===== config.mk =====
export PLATFORM = sky130hd
export DESIGN_NAME = wr_fifo_pack
export DESIGN_NICKNAME = d
export VERILOG_FILES = /design/src/rtl/wr_fifo_pack.sv
export SDC_FILE = /design/constraint.sdc
export NUM_CORES = 1
export LEC_CHECK = 0
export CELL_PAD_IN_SITES_DETAIL_PLACEMENT = 2
export CELL_PAD_IN_SITES_GLOBAL_PLACEMENT = 2
export CORE_MARGIN = 5
export CORE_UTILIZATION = 38
export DETAILED_ROUTE_END_ITERATION = 7
export GPL_TIMING_DRIVEN = 0
export MAX_ROUTING_LAYER = met4
export PLACE_DENSITY = 0.83
export SKIP_LAST_GASP = 1
export SYNTH_ARGS = -nofsm -noshare
export SYNTH_HDL_FRONTEND = slang
export SYNTH_SLANG_ARGS = --single-unit

===== constraint.sdc =====
create_clock -name clk -period 4.7 [get_ports clk]
set_input_delay 0.94 -clock clk [delete_from_list [all_inputs] [get_ports clk]]
set_output_delay 0.94 -clock clk [all_outputs]
set_load 0.03 [all_outputs]

===== src/rtl/wr_fifo_pack.sv =====
// wr_fifo_pack: write-side controller for the synchronous FIFOs.
//   Packs PACK input bytes (lane 0 first, in the least-significant position)
//   into one FIFO word. It then presents that word to the FIFO through a
//   one-entry pending register and a two-state machine (EMPTY/PEND).
// Ports:
//   clk, reset_n      - clock; asynchronous active-low reset
//   din, din_valid    - input byte stream
//   flush             - complete the current partial word (upper lanes zero)
//   full              - FIFO full flag; blocks fifo_wr
//   fifo_wr/fifo_data - write strobe and word (fifo_data is 0 unless PEND)
//   overflow          - sticky; a completed word was dropped while full
//   busy              - a partial word or a pending word exists

// One assembly lane: a byte register that loads or clears.
module wr_fifo_pack_lane #(
  parameter int DATA_W = 8
) (
  input  logic              clk,
  input  logic              reset_n,
  input  logic              clr,
  input  logic              ld,
  input  logic [DATA_W-1:0] din,
  output logic [DATA_W-1:0] q
);
  always_ff @(posedge clk or negedge reset_n) begin
    if (!reset_n)  q <= '0;
    else if (clr)  q <= '0;
    else if (ld)   q <= din;
  end
endmodule

module wr_fifo_pack #(
  parameter int DATA_W = 8,
  parameter int PACK   = 4
) (
  input  logic                   clk,
  input  logic                   reset_n,
  input  logic [DATA_W-1:0]      din,
  input  logic                   din_valid,
  input  logic                   flush,
  input  logic                   full,
  output logic                   fifo_wr,
  output logic [DATA_W*PACK-1:0] fifo_data,
  output logic                   overflow,
  output logic                   busy
);
  localparam int CW = (PACK > 1) ? $clog2(PACK) : 1;

  typedef enum logic {EMPTY = 1'b0, PEND = 1'b1} state_t;

  state_t                        state;
  logic [CW-1:0]                 byte_cnt;
  logic [PACK-1:0][DATA_W-1:0]   asm_q;
  logic [PACK-1:0][DATA_W-1:0]   merged;
  logic [DATA_W*PACK-1:0]        pend_q;
  logic                          last_byte;
  logic                          complete;

  // A word completes on the last-lane byte, or on a flush with anything
  // buffered (including a byte arriving on the same edge).
  assign last_byte = din_valid && (byte_cnt == CW'(PACK-1));
  assign complete  = last_byte || (flush && (din_valid || (byte_cnt != '0)));

  // Lanes: a same-edge byte is merged into the outgoing word, so the
  // completed word is visible combinationally as 'merged'.
  for (genvar i = 0; i < PACK; i++) begin : g_lane
    logic hit;
    assign hit = din_valid && (byte_cnt == CW'(i));
    assign merged[i] = hit ? din : asm_q[i];

    wr_fifo_pack_lane #(.DATA_W(DATA_W)) u_lane (
      .clk     (clk),
      .reset_n (reset_n),
      .clr     (complete),
      .ld      (hit),
      .din     (din),
      .q       (asm_q[i])
    );
  end

  always_ff @(posedge clk or negedge reset_n) begin
    if (!reset_n)              byte_cnt <= '0;
    else if (complete)         byte_cnt <= '0;
    else if (din_valid)        byte_cnt <= byte_cnt + 1'b1;
  end

  // Pending-word state machine. Output strobe is combinational from the
  // registered state so it drops with reset and reacts to full at once.
  always_ff @(posedge clk or negedge reset_n) begin
    if (!reset_n) begin
      state    <= EMPTY;
      pend_q   <= '0;
      overflow <= 1'b0;
    end else begin
      case (state)
        EMPTY: if (complete) begin
          pend_q <= merged;
          state  <= PEND;
        end
        PEND: begin
          if (!full) begin
            // Word leaves this edge; a new one may replace it directly.
            if (complete) pend_q <= merged;
            else          state  <= EMPTY;
          end else if (complete) begin
            overflow <= 1'b1;
          end
        end
        default: state <= EMPTY;
      endcase
    end
  end

  assign fifo_wr   = (state == PEND) && !full;
  assign fifo_data = (state == PEND) ? pend_q : '0;
  assign busy      = (byte_cnt != '0) || (state == PEND);

endmodule


==> results.py, run 1 <==
metrics = {
    "pwr": {
        "p_total_mw": 2.17,
        "p_leak_nw": 1.94,
        "powerDensity_nw_per_um2": 570,
        "vdd_drop_max_mv": 0.251,
    },
    "drt": {
        "vias": 2025,
        "wl_mm": 7.55,
        "ant_nets": 0,
        "drt-pass1-iter-count": 4,
        "viasPerCell": 4.79,
        "wl_per_cell_um": 17.8,
        "drt_iter0_markers": 31,
        "drc": 0,
    },
    "cells_and_area": {
        "final_core_util_pct": 48.9,
        "n_fill_cell": 789,
        "n_antenna_cell": 0,
        "syn_to_final_growth_pct": 25.1,
        "nets": 335,
        "drive_above_1_share_pct": 9.35,
        "regArea_sq_um": 1700,
        "multi_input_area_sq_um": 1130,
        "fin_area_sq_um": 3800,
    },
    "job": {
        "maxCapViolCount": 0,
    },
    "clocking": {
        "clk_latency_ns": 0.33,
        "post_cts_resized": 0,
        "post_cts_buffers": 0,
        "cts_tree": "done",
        "cts_buffers": 9,
        "cts_root_buf": "clkbuf_8",
        "cts_buffer_depth": 2,
        "cts_sinks": 68,
        "holdBufCountCts": 0,
        "htreeDepth": 3,
        "clkSlewWorstSetupHoldPaths_ns": 0.07,
    },
    "worst_setup_path": {
        "cp-startpoint": "full",
        "timing.rr.start": "byte_cnt[0]",
        "cp-start-kind": "primary input",
        "critPathArrivalTime_ns": 2.26,
        "cp_data_required_time_ns": 3.76,
        "setup.worst_path.end_class": "primary output",
        "path_class": "primary input to primary output",
        "crit_fanout": 4,
    },
    "logic_synthesis": {
        "synth_cell_types": 18,
        "syn-cell-area_sq_um": 3040,
        "synth_cells": 261,
        "yosysWarnings": 0,
        "syn_nets": 278,
        "avgSynthCellArea_sq_um": 11.6,
        "ys_seq_elements": 68,
        "synth-seq-area-share_pct": 56.0,
    },
    "run_status": {
        "status": "finished clean",
    },
    "place": {
        "dp_hpwl_mm": 5.32,
        "finalWeightedCongestion": 0.755,
        "place_area_sq_um": 3620,
        "portBuffers": 46,
        "place_ws_ns": 1.49,
    },
    "die": {
        "die_area_sq_um": 9880,
        "die_w_um": 99.4,
        "rows": 32,
        "core-area_sq_um": 7770,
        "io-pin-count": 48,
        "start_util_pct": 39.1,
        "die_h_um": 99.4,
    },
    "sta": {
        "setup_slack_ns": 1.50,
        "rsz0062_at_grt": "no",
        "final_max_slew_viol_count": 0,
        "final-setup-viol-count": 0,
        "tightest_slew_ns": 0.872,
        "fin_skew_ns": 0.00796,
        "slew_headroom_pct": 41.9,
        "tns_ns": 0,
        "fin_crit_sh_pct": 68.1,
        "min_period_ns": 3.20,
        "hold_violations": 0,
        "fmax_mhz": 313,
    },
    "hold_path": {
        "min_path_type": "register to register",
        "hp-start": "overflow",
    },
    "global_route": {
        "grt_pass1_wl_mm": 12.5,
        "grt_pass1_vias": 2354,
        "grt_util_all_layers_pct": 17.0,
        "antenna_found_initial": 0,
        "grt_max_degree": 69,
        "grt_overflow_total": 0,
    },
}
-- routing by layer --
layer  share of wire [%]  global-route usage [%]  routed length [um]  vias to the layer above
met5                   0                       -                   0                        -
met4                0.98                    4.10                  74                        0
met3                 3.0                    4.00                 225                        7
met2                  52                    29.1                3940                       38
met1                  44                    20.2                3310                     1047
li1                    -                       -                   -                      933
-- power breakdown --
group	total [mW]	switching [mW]	leakage, nW	internal [mW]
Clock	0.443	0.216	0.0941	0.228
Combinational	0.902	0.531	0.934	0.371
Sequential	0.819	0.0730	0.915	0.746
-- Yosys cell counts (all sizes together) --
master / instances / area share (%)
inv: 34 / 4.2
mux2i: 65 / 21
nor2b: 1 / 0.21
nand2: 5 / 0.95
a21o: 1 / 0.25
ha: 4 / 1.6
buf: 8 / 2.1
a31o: 1 / 0.29
and2: 32 / 6.6
o21ai: 1 / 0.29
dfrtp: 68 / 56
a22oi: 1 / 0.70
xnor2: 1 / 0.29
clkbuf: 3 / 0.37
nor2: 34 / 4.2
nand2b: 2 / 0.41
-- cell type report --
cell class	count	share of cell area [%]
tap	102	3.36
inverter	34	3.36
multi-input combinational	148	29.8
sequential	68	44.8
clock inverter	2	0.264
timing repair buffer	46	12.1
clock buffer	12	4.35
buffer	11	2.01
-- flip-flops by register name, summed over array words and instances, names as in the netlist --
| register | count |
|---|---|
| pend_q | 32 |
| byte_cnt | 2 |
| g_lane.u_lane.q | 32 |
| state | 1 |
| overflow | 1 |
-- worst max-delay path, stage by stage --
cell             delay [ns]
clkdlybuf4s50_1        0.50
nor2b_1                0.14
clkdlybuf4s50_1        0.68
-- worst paths after layout --
check                                         to  slack, ns  cells after the start
min reg2reg                             overflow       0.48                      1
min in group asynchronous             pend_q[22]       0.73                      1
max reg2reg                           pend_q[20]       2.93                      6
max                                      fifo_wr       1.50                      3
min                                     overflow       0.48                      1
max in group asynchronous  g_lane[1].u_lane.q[3]       3.42                      1
-- per-stage QoR --
step	instances	hold WS (ns)
after floorplan	261	0.484
after detailed placement	409	0.466
final	423	0.478
after CTS	423	0.481
after global placement	409	0.454
after global routing	423	0.501
-- cell families (layout without fill, tap and decap cells) --
group | after synthesis | count (layout) | synth area share [%]
adder cells (fa/ha/maj) | 4 | 4 | 1.65
multiplexers | 65 | 65 | 21.4
AND/OR/NAND/NOR | 74 | 74 | 12.4
flip-flops | 68 | 68 | 56.0
AO/OA/AOI/OAI | 4 | 4 | 1.52
XOR/XNOR | 1 | 1 | 0.288
buffers and inverters | 45 | 105 | 6.72
-- layout by cell type (no fill, tap or decap), drive strengths merged --
cell type      Yosys  routed
clkinv             0       2
mux2i             65      65
dfrtp             68      68
nor2b              1       1
a21o               1       1
nor2              34      34
nand2              5       5
buf                8       9
clkbuf             3      15
inv               34      34
o21ai              1       1
a31o               1       1
ha                 4       4
a22oi              1       1
clkdlybuf4s50      0      45
nand2b             2       2
and2              32      32
xnor2              1       1
(Power assumes the default switching activity.)
==> run 2: changes to the inputs <==
Settings changed: CORE_UTILIZATION 38 to 32, PLACE_DENSITY 0.83 to 0.75.
Clock period 4.7 ns to 2.78 ns, I/O delays scaled along.
==> run 2 against run 1 <==
Clock power grew 84%. Flip-flop and latch count is the same. Sequential share of layout area fell by 0.64 points. Total power increased by 72%. Sequential power up 68%. Global-route usage shrank 2.4 points. Setup slack worse by 1.3 ns. Wire length shrank 1.3%. Highest routed layer unchanged.
==> results.py, run 2 (synthesized netlist as in run 1, its figures left out) <==
metrics = {
    "clocking": {
        "cts_sinks": 68,
        "post_cts_buffers": 0,
        "holdBufCountCts": 0,
        "cts_buffer_depth": 2,
        "htreeDepth": 3,
        "cts_root_buf": "clkbuf_8",
        "cts_buffers": 9,
        "clkSlewWorstSetupHoldPaths_ns": 0.07,
        "cts_tree": "done",
        "clk_latency_ns": 0.34,
    },
    "cells_and_area": {
        "final_cell_mix": "68 x dfrtp_1, 65 x mux2i_1, 45 x clkdlybuf4s50_1, 34 x nor2_1, 34 x inv_1",
        "syn_to_final_growth_pct": 26.9,
        "reg_top3": "g_lane.u_lane.q (32), pend_q (32), byte_cnt (2)",
        "drive_above_1_share_pct": 9.91,
        "nets": 335,
        "n_antenna_cell": 0,
        "layout.cells.most_common": "dfrtp_1",
    },
    "sta": {
        "fmax_mhz": 386,
        "final_max_slew_viol_count": 0,
        "tightest_slew_ns": 0.872,
        "hold_ws_ns": 0.322,
        "hold_violations": 0,
        "final-setup-viol-count": 0,
        "tns_ns": 0,
        "min_period_ns": 2.59,
        "rsz0062_at_grt": "no",
        "fin_crit_sh_pct": 93.2,
        "slew_headroom_pct": 41.9,
        "fin_skew_ns": 0.00520,
    },
    "place": {
        "dp_hpwl_mm": 5.32,
        "finalWeightedCongestion": 0.740,
        "portBuffers": 46,
    },
    "drt": {
        "drc": 0,
        "drt-pass1-iter-count": 4,
        "drt_iter0_markers": 28,
        "vias": 2002,
        "wl_per_cell_um": 16.5,
        "wl_mm": 7.45,
        "ant_nets": 0,
        "viasPerCell": 4.43,
    },
    "die": {
        "core-area_sq_um": 9240,
        "die_area_sq_um": 11500,
        "die_w_um": 107,
        "io-pin-count": 48,
        "die_h_um": 107,
        "rows": 35,
        "start_util_pct": 32.9,
    },
    "worst_setup_path": {
        "setup.worst_path.end_class": "primary output",
        "path_class": "register to primary output",
        "cp-start-kind": "register",
        "critPathArrivalTime_ns": 2.03,
        "rrSetupSlack_ns": 0.96,
        "worst-r2r-cell-count": 6,
        "crit_fanout": 10,
        "cp_data_required_time_ns": 2.22,
    },
    "run_status": {
        "status": "finished clean",
    },
    "pwr": {
        "p_leak_nw": 1.95,
        "powerDensity_nw_per_um2": 965,
        "vdd_drop_max_mv": 0.341,
    },
    "global_route": {
        "grt_pass1_wl_mm": 12.5,
        "grt_overflow_total": 0,
        "grt_util_all_layers_pct": 14.5,
        "grt_pass1_vias": 2402,
        "grt_max_degree": 69,
        "antenna_found_initial": 0,
    },
    "job": {
        "maxCapViolCount": 0,
    },
    "hold_path": {
        "min_path_type": "primary input to asynchronous set/reset pin",
    },
}
## run 2: worst paths after layout
path | from | to
max in group asynchronous | reset_n | pend_q[22]
worst max-delay path | state | fifo_data[7]
worst min register to register | overflow | overflow
min in group clk | overflow | overflow
worst max register to register | byte_cnt[0] | pend_q[26]
worst min-delay path | reset_n | pend_q[12]
## run 2: cell type report
type	instances	area [sq um]
Buffer	11	78.8
Timing Repair Buffer	46	458
Tap cell	129	161
Fill cell	967	5390
Sequential cell	68	1700
Multi-Input combinational cell	148	1130
Clock buffer	12	145
Clock inverter	4	48.8
Inverter	34	128
## run 2: timing repair
item | 4_1_cts | 5_1_grt
setup endpoints to repair | 1 | 9
gates cloned | 0 | 0
resized for setup | 1 | 2
## run 2: where the power goes
group          switching [mW]  internal (mW)
combinational           0.889          0.630
clock                   0.378          0.438
sequential              0.120           1.26
## run 2: layer usage
layer | share of wire [%] | GRT usage (%) | vias to the layer above
met5 | 0 | - | -
met4 | 1.3 | 5.14 | 0
met3 | 2.6 | 2.70 | 10
met2 | 50 | 23.8 | 32
met1 | 46 | 18.1 | 1025
li1 | - | - | 935
## run 2: worst max-delay path, stage by stage, from the launching register on
cell and delay, ns:
dfrtp_1 0.32, buf_2 0.22, clkbuf_1 0.30, and2_1 0.18, clkdlybuf4s50_1 0.67
## run 2: per-stage QoR
stage | setup WS [ns] | area [sq um] | instances | power [mW] | utilization [%]
4_1_cts | 0.0163 | 3850 | 452 | 3.78 | 41.7
3_5_place_dp | 0.277 | 3660 | 436 | 2.95 | 39.6
5_1_grt | 0.00345 | 3850 | 452 | 3.97 | 41.7
3_3_place_gp | -1.25 | 3660 | 436 | 2.89 | 39.6
2_1_floorplan | 1.23 | 3040 | 261 | 2.40 | -
6_report | 0.189 | 3850 | 452 | 3.72 | 41.7
